**src/rtl/multiciclo_control.sv**
```systemverilog
// Multicycle control unit for the RV32I subset core.
// A Moore FSM walks each instruction through FETCH/DECODE/EXECUTE/MEM/WB and
// drives every datapath enable and mux select plus the ALU operation code.
// Ports:
//   iCLK, iRST      clock, synchronous active-high reset
//   iInstr[31:0]    IR contents (opcode, funct3, funct7 used)
//   iZero           ALU zero flag, qualifies the beq PC write
//   oIRWrite, oPCWrite, oIorD, oMemRead, oMemWrite, oRegWrite  enables/selects
//   oMemtoReg, oALUSrcA, oALUSrcB, oPCSource [1:0]  datapath mux selects
//   oALUControl[4:0] OP* code to the ALU
//   oState[3:0]     current state (debug)
//   oError          sticky illegal-instruction flag
//   oRetired[31:0]  retired-instruction counter
module multiciclo_control #(
  parameter logic [3:0] RESET_STATE = 4'd0
) (
  input  logic        iCLK,
  input  logic        iRST,
  input  logic [31:0] iInstr,
  input  logic        iZero,
  output logic        oIRWrite,
  output logic        oPCWrite,
  output logic        oIorD,
  output logic        oMemRead,
  output logic        oMemWrite,
  output logic        oRegWrite,
  output logic [1:0]  oMemtoReg,
  output logic [1:0]  oALUSrcA,
  output logic [1:0]  oALUSrcB,
  output logic [4:0]  oALUControl,
  output logic [1:0]  oPCSource,
  output logic [3:0]  oState,
  output logic        oError,
  output logic [31:0] oRetired
);

  // ALU operation codes shared with the ALU (Parametros.v values)
  localparam logic [4:0] OPAND  = 5'd0;
  localparam logic [4:0] OPOR   = 5'd1;
  localparam logic [4:0] OPADD  = 5'd3;
  localparam logic [4:0] OPSUB  = 5'd4;
  localparam logic [4:0] OPSLT  = 5'd5;
  localparam logic [4:0] OPNULL = 5'd31;

  localparam logic [6:0] OPC_LOAD   = 7'b0000011;
  localparam logic [6:0] OPC_STORE  = 7'b0100011;
  localparam logic [6:0] OPC_RTYPE  = 7'b0110011;
  localparam logic [6:0] OPC_ITYPE  = 7'b0010011;
  localparam logic [6:0] OPC_BRANCH = 7'b1100011;
  localparam logic [6:0] OPC_JAL    = 7'b1101111;

  typedef enum logic [3:0] {
    S_FETCH    = 4'd0,
    S_DECODE   = 4'd1,
    S_MEMADR   = 4'd2,
    S_MEMREAD  = 4'd3,
    S_MEMWB    = 4'd4,
    S_MEMWRITE = 4'd5,
    S_EXEC_R   = 4'd6,
    S_ALU_WB   = 4'd7,
    S_BRANCH   = 4'd8,
    S_EXEC_I   = 4'd9,
    S_JAL      = 4'd10,
    S_ERROR    = 4'd15
  } state_t;

  state_t      state_q, state_d;
  logic        error_q;
  logic [31:0] retired_q;

  logic [6:0] opcode;
  logic [2:0] funct3;
  logic [6:0] funct7;
  logic       unused_instr;

  assign opcode       = iInstr[6:0];
  assign funct3       = iInstr[14:12];
  assign funct7       = iInstr[31:25];
  assign unused_instr = ^{iInstr[24:15], iInstr[11:7]};

  // Function decode for R-type and I-type ALU instructions
  logic [4:0] r_op, i_op;
  logic       r_ok, i_ok, beq_ok;

  always_comb begin
    r_op = OPNULL;
    r_ok = 1'b1;
    unique case ({funct7, funct3})
      {7'b0000000, 3'b000}: r_op = OPADD;
      {7'b0100000, 3'b000}: r_op = OPSUB;
      {7'b0000000, 3'b111}: r_op = OPAND;
      {7'b0000000, 3'b110}: r_op = OPOR;
      {7'b0000000, 3'b010}: r_op = OPSLT;
      default:              r_ok = 1'b0;
    endcase
  end

  always_comb begin
    i_op = OPNULL;
    i_ok = 1'b1;
    case (funct3)
      3'b000:  i_op = OPADD;
      3'b010:  i_op = OPSLT;
      3'b111:  i_op = OPAND;
      3'b110:  i_op = OPOR;
      default: i_ok = 1'b0;
    endcase
  end

  assign beq_ok = (funct3 == 3'b000);

  // Ungated enables; the reset gate is applied at the ports
  logic ir_wr, pc_wr, mem_rd, mem_wr, reg_wr;

  always_comb begin
    state_d     = state_q;
    ir_wr       = 1'b0;
    pc_wr       = 1'b0;
    mem_rd      = 1'b0;
    mem_wr      = 1'b0;
    reg_wr      = 1'b0;
    oIorD       = 1'b0;
    oMemtoReg   = 2'b00;
    oALUSrcA    = 2'b00;
    oALUSrcB    = 2'b00;
    oALUControl = OPNULL;
    oPCSource   = 2'b00;
    case (state_q)
      S_FETCH: begin
        mem_rd      = 1'b1;
        ir_wr       = 1'b1;
        oALUSrcB    = 2'b01;
        oALUControl = OPADD;
        pc_wr       = 1'b1;
        state_d     = S_DECODE;
      end
      S_DECODE: begin
        oALUSrcA    = 2'b10;
        oALUSrcB    = 2'b10;
        oALUControl = OPADD;
        case (opcode)
          OPC_LOAD, OPC_STORE: state_d = S_MEMADR;
          OPC_RTYPE:           state_d = S_EXEC_R;
          OPC_ITYPE:           state_d = S_EXEC_I;
          OPC_BRANCH:          state_d = S_BRANCH;
          OPC_JAL:             state_d = S_JAL;
          default:             state_d = S_ERROR;
        endcase
      end
      S_MEMADR: begin
        oALUSrcA    = 2'b01;
        oALUSrcB    = 2'b10;
        oALUControl = OPADD;
        state_d     = (opcode == OPC_LOAD) ? S_MEMREAD : S_MEMWRITE;
      end
      S_MEMREAD: begin
        oIorD   = 1'b1;
        mem_rd  = 1'b1;
        state_d = S_MEMWB;
      end
      S_MEMWB: begin
        reg_wr    = 1'b1;
        oMemtoReg = 2'b01;
        state_d   = S_FETCH;
      end
      S_MEMWRITE: begin
        oIorD   = 1'b1;
        mem_wr  = 1'b1;
        state_d = S_FETCH;
      end
      S_EXEC_R: begin
        oALUSrcA    = 2'b01;
        oALUSrcB    = 2'b00;
        oALUControl = r_op;
        state_d     = r_ok ? S_ALU_WB : S_ERROR;
      end
      S_EXEC_I: begin
        oALUSrcA    = 2'b01;
        oALUSrcB    = 2'b10;
        oALUControl = i_op;
        state_d     = i_ok ? S_ALU_WB : S_ERROR;
      end
      S_ALU_WB: begin
        reg_wr  = 1'b1;
        state_d = S_FETCH;
      end
      S_BRANCH: begin
        oALUSrcA    = 2'b01;
        oALUSrcB    = 2'b00;
        oALUControl = OPSUB;
        oPCSource   = 2'b01;
        // Illegal branch funct3 must not touch the PC on its way to ERROR
        pc_wr       = iZero & beq_ok;
        state_d     = beq_ok ? S_FETCH : S_ERROR;
      end
      S_JAL: begin
        reg_wr    = 1'b1;
        oMemtoReg = 2'b10;
        oPCSource = 2'b01;
        pc_wr     = 1'b1;
        state_d   = S_FETCH;
      end
      S_ERROR: state_d = S_ERROR;
      default: state_d = S_ERROR;
    endcase
  end

  // An instruction retires on the edge that leaves its final state
  logic retire;
  assign retire = (state_q == S_MEMWB) || (state_q == S_MEMWRITE) ||
                  (state_q == S_ALU_WB) || (state_q == S_JAL) ||
                  ((state_q == S_BRANCH) && beq_ok);

  always_ff @(posedge iCLK) begin
    if (iRST) begin
      state_q   <= state_t'(RESET_STATE);
      error_q   <= 1'b0;
      retired_q <= '0;
    end else begin
      state_q <= state_d;
      if (state_d == S_ERROR) error_q <= 1'b1;
      if (retire) retired_q <= retired_q + 32'd1;
    end
  end

  assign oIRWrite  = ir_wr  & ~iRST;
  assign oPCWrite  = pc_wr  & ~iRST;
  assign oMemRead  = mem_rd & ~iRST;
  assign oMemWrite = mem_wr & ~iRST;
  assign oRegWrite = reg_wr & ~iRST;
  assign oState    = state_q;
  assign oError    = error_q;
  assign oRetired  = retired_q;

endmodule

```
**config.mk**
```make
export PLATFORM = sky130hd
export DESIGN_NAME = multiciclo_control
export DESIGN_NICKNAME = d
export VERILOG_FILES = /design/src/rtl/multiciclo_control.sv
export SDC_FILE = /design/constraint.sdc
export NUM_CORES = 1
export LEC_CHECK = 0
export BUFFER_PORTS_ARGS = -buffer_cell sky130_fd_sc_hd__buf_4
export CORE_ASPECT_RATIO = 0.8
export CORE_MARGIN = 1
export CORE_UTILIZATION = 35
export CTS_CLUSTER_DIAMETER = 150
export DETAILED_ROUTE_END_ITERATION = 10
export PLACE_DENSITY_LB_ADDON = 0.05
export SYNTH_ARGS = -nofsm -noshare
export SYNTH_HDL_FRONTEND = slang
export SYNTH_SLANG_ARGS = --single-unit
```
**constraint.sdc**
```tcl
create_clock -name iCLK -period 4 [get_ports iCLK]
set_clock_uncertainty 0.05 [all_clocks]
set_input_delay 0.2 -clock iCLK [delete_from_list [all_inputs] [get_ports iCLK]]
set_output_delay 0.2 -clock iCLK [all_outputs]
set_load 0.005 [all_outputs]
```
==> flow_summary.yaml, run 1 <==
synth:
  yosys_warnings: 0
  synth_top_area_frac: 0.3285
  synth_area_leaders: "dfxtp_1 33%, a21oi_1 6.7%, nand2_1 4.7%"
  syn-instance-count: 293
  syn_area_um2: 2255
  synth_top_area_cell: "dfxtp_1"
  synth_cell_types: 45
  seq_area_frac_synth: 0.3285
  syn_nets: 329
  async_flop_share: 0
  synth-edff-count: 0
  synth-seq-cells: 37
  synth_commonest_cells: "37 x dfxtp_1, 30 x a21oi_1, 28 x nand2_1"
  post-synth-top-count-cell: "dfxtp_1"
  ys_dominant_reg_cell: "dfxtp_1"
  synth_area_per_cell_um2: 7.695
pwr:
  irDropWorstVdd_v: 0.0002487
  power.density_nw_per_um2: 433.6
  power_leakage_uw: 0.001084
timing:
  fmax_mhz: 364.0
  maxSlewViolCount: 0
  post-route-period-util: 0.6867
  rsz0062_at_grt: "false"
  tightest_slew_ps: 818.6
  setup_violations: 0
  finalCriticalPeriod_ps: 2747
  worst_slack_ps: 1253
  whs_ps: 247.9
  slew_headroom: 0.4468
  tns_ps: 0
  finalHoldViolations: 0
place:
  place_congestion: 0.7913
  place.detailed.hpwl_mm: 4.325
  dp_slack_ps: 1306
  port_buffers: 74
floorplan:
  die_area_um2: 6769
  io_pins: 91
  die_w_um: 91.74
  rows: 25
  dieHeight_um: 73.79
  core_area_um2: 6068
  start_util: 0.3715
setup_path:
  critPathMaxStageDelay_ps: 810
  arrival_ps: 2500
  crit_buf_inv: 1
  cp-start-kind: "flop"
  worstPathMaxFanout: 19
  cp_top_family: "simple AND/OR/NAND/NOR gates"
  cp_slowest_cell: "nor4bb_1"
  endpoint_kind: "output pin"
  crit_chain: "nor4bb_1 -> nand3_1 -> o22ai_1 -> o21ai_0 -> buf_4"
  critPathRequiredTime_ps: 3750
  critPathKind: "reg2out"
job:
  max-cap-violations: 0
clocking:
  clk_pin_slew_ps: 70
  hold_buffers: 0
  cts_buffers: 5
  clock_latency_ps: 280
  tritoncts: "yes"
  htreeDepth: 2
  cts_root_buffer: "clkbuf_8"
  cts_resized: 0
  cts_buffer_depth: 2
  cts.sinks: 37
  cts_setup_buffers: 0
final_layout:
  drive_above_1_share: 0.2409
  nets: 393
  syn2layout_area_growth_pct: 28.80
  num_antenna_cells: 0
global_route:
  first_global_vias: 2082
  grt_pass1_wl_mm: 10.10
  grt_use_total: 0.1847
  grt_overflow_total: 0
  antenna_found_initial: 0
  grt_max_degree: 43
detailed_routing:
  ant_nets: 0
  dr.pass1.iters: 4
  initialDrtViolationCount: 226
  drc_errors: 0
  wirelength_mm: 6.046
  wl_per_cell_um: 13.80
  viasPerCell: 5.489
  num_vias: 2404
min_path:
  hold_path.class: "in2reg"
status:
  outcome: "completed"
## sequential cells by signal, summed over array words and instances (netlist names)
| register | cells |
|---|---|
| oError | 1 |
| oRetired | 32 |
| oState | 4 |
## worst paths after layout
path	start	end	slack [ps]	cells after the start
setup / recovery	oState[2]	oALUControl[1]	1250	5
hold / removal	iInstr[4]	oState[1]	250	4
setup reg to reg	oState[2]	oRetired[13]	1310	5
hold reg to reg	oRetired[1]	oRetired[1]	450	2
## where the power goes
part	switching [uW]	internal [uW]	total [uW]	leakage, uW
logic	246	270	516	0.000741
registers	83.7	395	479	0.000299
clock network	128	137	264	0.0000443
## layout by cell type, fill, tap and decap left out, types with 9 or more instances in the layout
| master | n |
|---|---|
| buf_4 | 74 |
| nor2_1 | 24 |
| o31ai_1 | 13 |
| or3_1 | 10 |
| nand2_1 | 28 |
| nand3_1 | 14 |
| inv_1 | 9 |
| o21ai_0 | 17 |
| dfxtp_1 | 37 |
| a21oi_1 | 30 |
| or4_1 | 11 |
## cell families after synthesis
logic type	count (synthesis)	share of synthesized area
xor gates and xnor gates	11	0.04273
DFF	37	0.3285
muxes	1	0.004994
buffers and inverters	26	0.05660
AOI/OAI and AO/OA	78	0.2131
and+or+nand+nor	138	0.3468
adders and majority gates	1	0.005549
other	1	0.001663
## routing by layer
metal,up-vias,share of wire,track usage
met3,5,0.053,0.04141
met4,0,0.0056,0.04167
met2,55,0.41,0.2607
met1,1121,0.53,0.2811
li1,1223,-,-
met5,-,0,0
## final cells by class
cell class | count | area, um2
multi-input combinational | 230 | 1386
inverter | 9 | 33.78
timing repair buffer | 74 | 555.5
tap | 81 | 101.3
sequential | 37 | 740.7
clock buffer | 7 | 86.33
fill | 647 | 3164
## worst min-delay path, stage by stage
cell and delay, ps:
buf_4 100, nor2_1 40, nand3_1 70, a41oi_1 100
## stage by stage
stage	cell area [um2]	power, uW	utilization	cells
finish	2904	1259	0.4786	438
global route	2904	1351	0.4786	438
CTS	2904	1268	0.4786	438
detailed placement	2818	1001	0.4643	431
global placement	2818	1002	0.4643	431
floorplan	2255	783.6	-	293
No activity file was read; power rests on OpenSTA's default activity.
==> run 2, diff against run 1 <==
Clock period 4 ns to 2.87 ns, I/O delays scaled along.
==> run 2 against run 1 <==
Via count is 2.1% lower. Sequential power is 32% higher. Critical endpoint is now oALUControl[4]. First-iteration DRC count is 35% lower. Flip-flop and latch count stayed put. Count of clock-buffer cells in the layout stayed put. Highest routed layer unchanged. Design area is 2.1% higher. Clock power is 77% higher. Routed wire length is 1.1% lower. Critical path type unchanged.
==> flow_summary.yaml, run 2 (synthesis results as in run 1) <==
global_route:
  grtUsageMet1: 0.2651
  met2_usage: 0.2548
  grt_pass1_wl_mm: 9.680
  grt_overflow_total: 0
  grt_max_degree: 43
  antenna_found_initial: 0
  first_global_vias: 1998
  grt_util_met3: 0.04865
  busiest_layer: "met1"
  grt_use_total: 0.1804
floorplan:
  die_w_um: 91.74
  rows: 25
  core_area_um2: 6068
  die_area_um2: 6769
  dieHeight_um: 73.79
  start_util: 0.3715
  io_pins: 91
timing:
  finalCriticalPeriod_ps: 2613
  maxSlewViolCount: 0
  slew_headroom: 0.4520
  finalHoldViolations: 0
  fmax_mhz: 382.7
  tightest_slew_ps: 811.0
  tns_ps: 0
  post-route-period-util: 0.9106
  rsz0062_at_grt: "false"
  whs_ps: 209.3
  setup_violations: 0
setup_path:
  endpoint_kind: "output pin"
  r2r_cells: 5
  r2r_slack_ps: 370
  cp-start-kind: "flop"
  worstPathMaxFanout: 10
  critPathRequiredTime_ps: 2680
  reg2reg_from: "oState[2]"
  critPathKind: "reg2out"
  r2r-end: "oRetired[14]"
  arrival_ps: 2420
clocking:
  htreeDepth: 2
  cts.sinks: 37
  clk_pin_slew_ps: 70
  tritoncts: "yes"
  hold_buffers: 0
  cts_root_buffer: "clkbuf_8"
  clock_latency_ps: 290
  cts_resized: 0
  cts_setup_buffers: 0
  cts_buffer_depth: 2
  cts_buffers: 5
status:
  outcome: "completed"
place:
  port_buffers: 74
  dp_cells: 435
  place_congestion: 0.7786
  place.detailed.hpwl_mm: 4.406
detailed_routing:
  initialDrtViolationCount: 146
  viasPerCell: 5.314
  drc_errors: 0
  dr.pass1.iters: 4
  num_vias: 2354
  wirelength_mm: 5.980
  wl_per_cell_um: 13.50
  ant_nets: 0
final_layout:
  fin_util: 0.4885
  layout.cells.most_common: "buf_4"
  num_antenna_cells: 0
  final_cells: 443
  final_cell_mix: "78 x buf_4, 37 x dfxtp_1, 30 x a21oi_1"
  multiInputGateArea_um2: 1386
  syn2layout_area_growth_pct: 31.46
  regArea_um2: 740.7
  drive_above_1_share: 0.2514
  fillers: 621
  nets: 397
  largest_register_ffs: 32
pwr:
  finalPower_uw: 1872
  irDropWorstVdd_v: 0.0002795
  power_leakage_uw: 0.001118
  power.density_nw_per_um2: 631.7
min_path:
  worstHoldStart: "iInstr[4]"
  min_to: "oState[1]"
  hold_path.class: "in2reg"
  min_path_cells: 4
job:
  max-cap-violations: 0
[run 2: changes by cell type in the layout (fill, tap and decap cells not counted), sizes merged]
cell    delta
buf        +4
bufinv     +1
[run 2: worst max path at each step]
stage	startpoint	endpoint	slack, ps	depth (start not counted)
after global routing	oState[2]	oRetired[14]	60	5
after CTS	oState[1]	oALUControl[1]	340	6
final	oState[3]	oALUControl[4]	260	6
after floorplan	oState[2]	oRetired[7]	960	8
after detailed placement	oState[2]	oRetired[13]	360	5
after global placement	oState[2]	oRetired[15]	410	5
[run 2: final cells by class]
cell class / instances / share of cell area
well taps: 81 / 0.03419
inverters: 9 / 0.01140
clock buffers: 7 / 0.02913
repair buffers: 78 / 0.1976
clock inverters: 1 / 0.01013
flip-flops and latches: 37 / 0.2499
multi-input cells: 230 / 0.4677
[run 2: metal layers]
layer | up-vias | part of all wire
met3 | 7 | 0.065
met1 | 1068 | 0.51
met4 | 0 | 0.010
met5 | - | 0
met2 | 63 | 0.41
li1 | 1216 | -
[run 2: worst max-delay path, cell delays in order, from the launching register on]
cell,delay [ps]
dfxtp_1,480
buf_4,210
nor4bb_1,720
nand2b_1,200
a2bb2oi_1,240
nand2_1,150
buf_4,120
[run 2: power by group]
| group | switching [uW] | internal [uW] | total (uW) |
|---|---|---|---|
| Clock | 182 | 283 | 466 |
| Sequential | 81.1 | 550 | 631 |
| Combinational | 380 | 395 | 775 |
| Total | 644 | 1230 | 1870 |
[run 2: stage by stage]
stage          setup slack [ps]  instance area (um2)
2_1_floorplan             961.4                 2255
3_3_place_gp              408.7                 2848
3_5_place_dp              364.9                 2848
4_1_cts                   336.1                 2964
5_1_grt                   56.45                 2964
6_report                  256.7                 2964
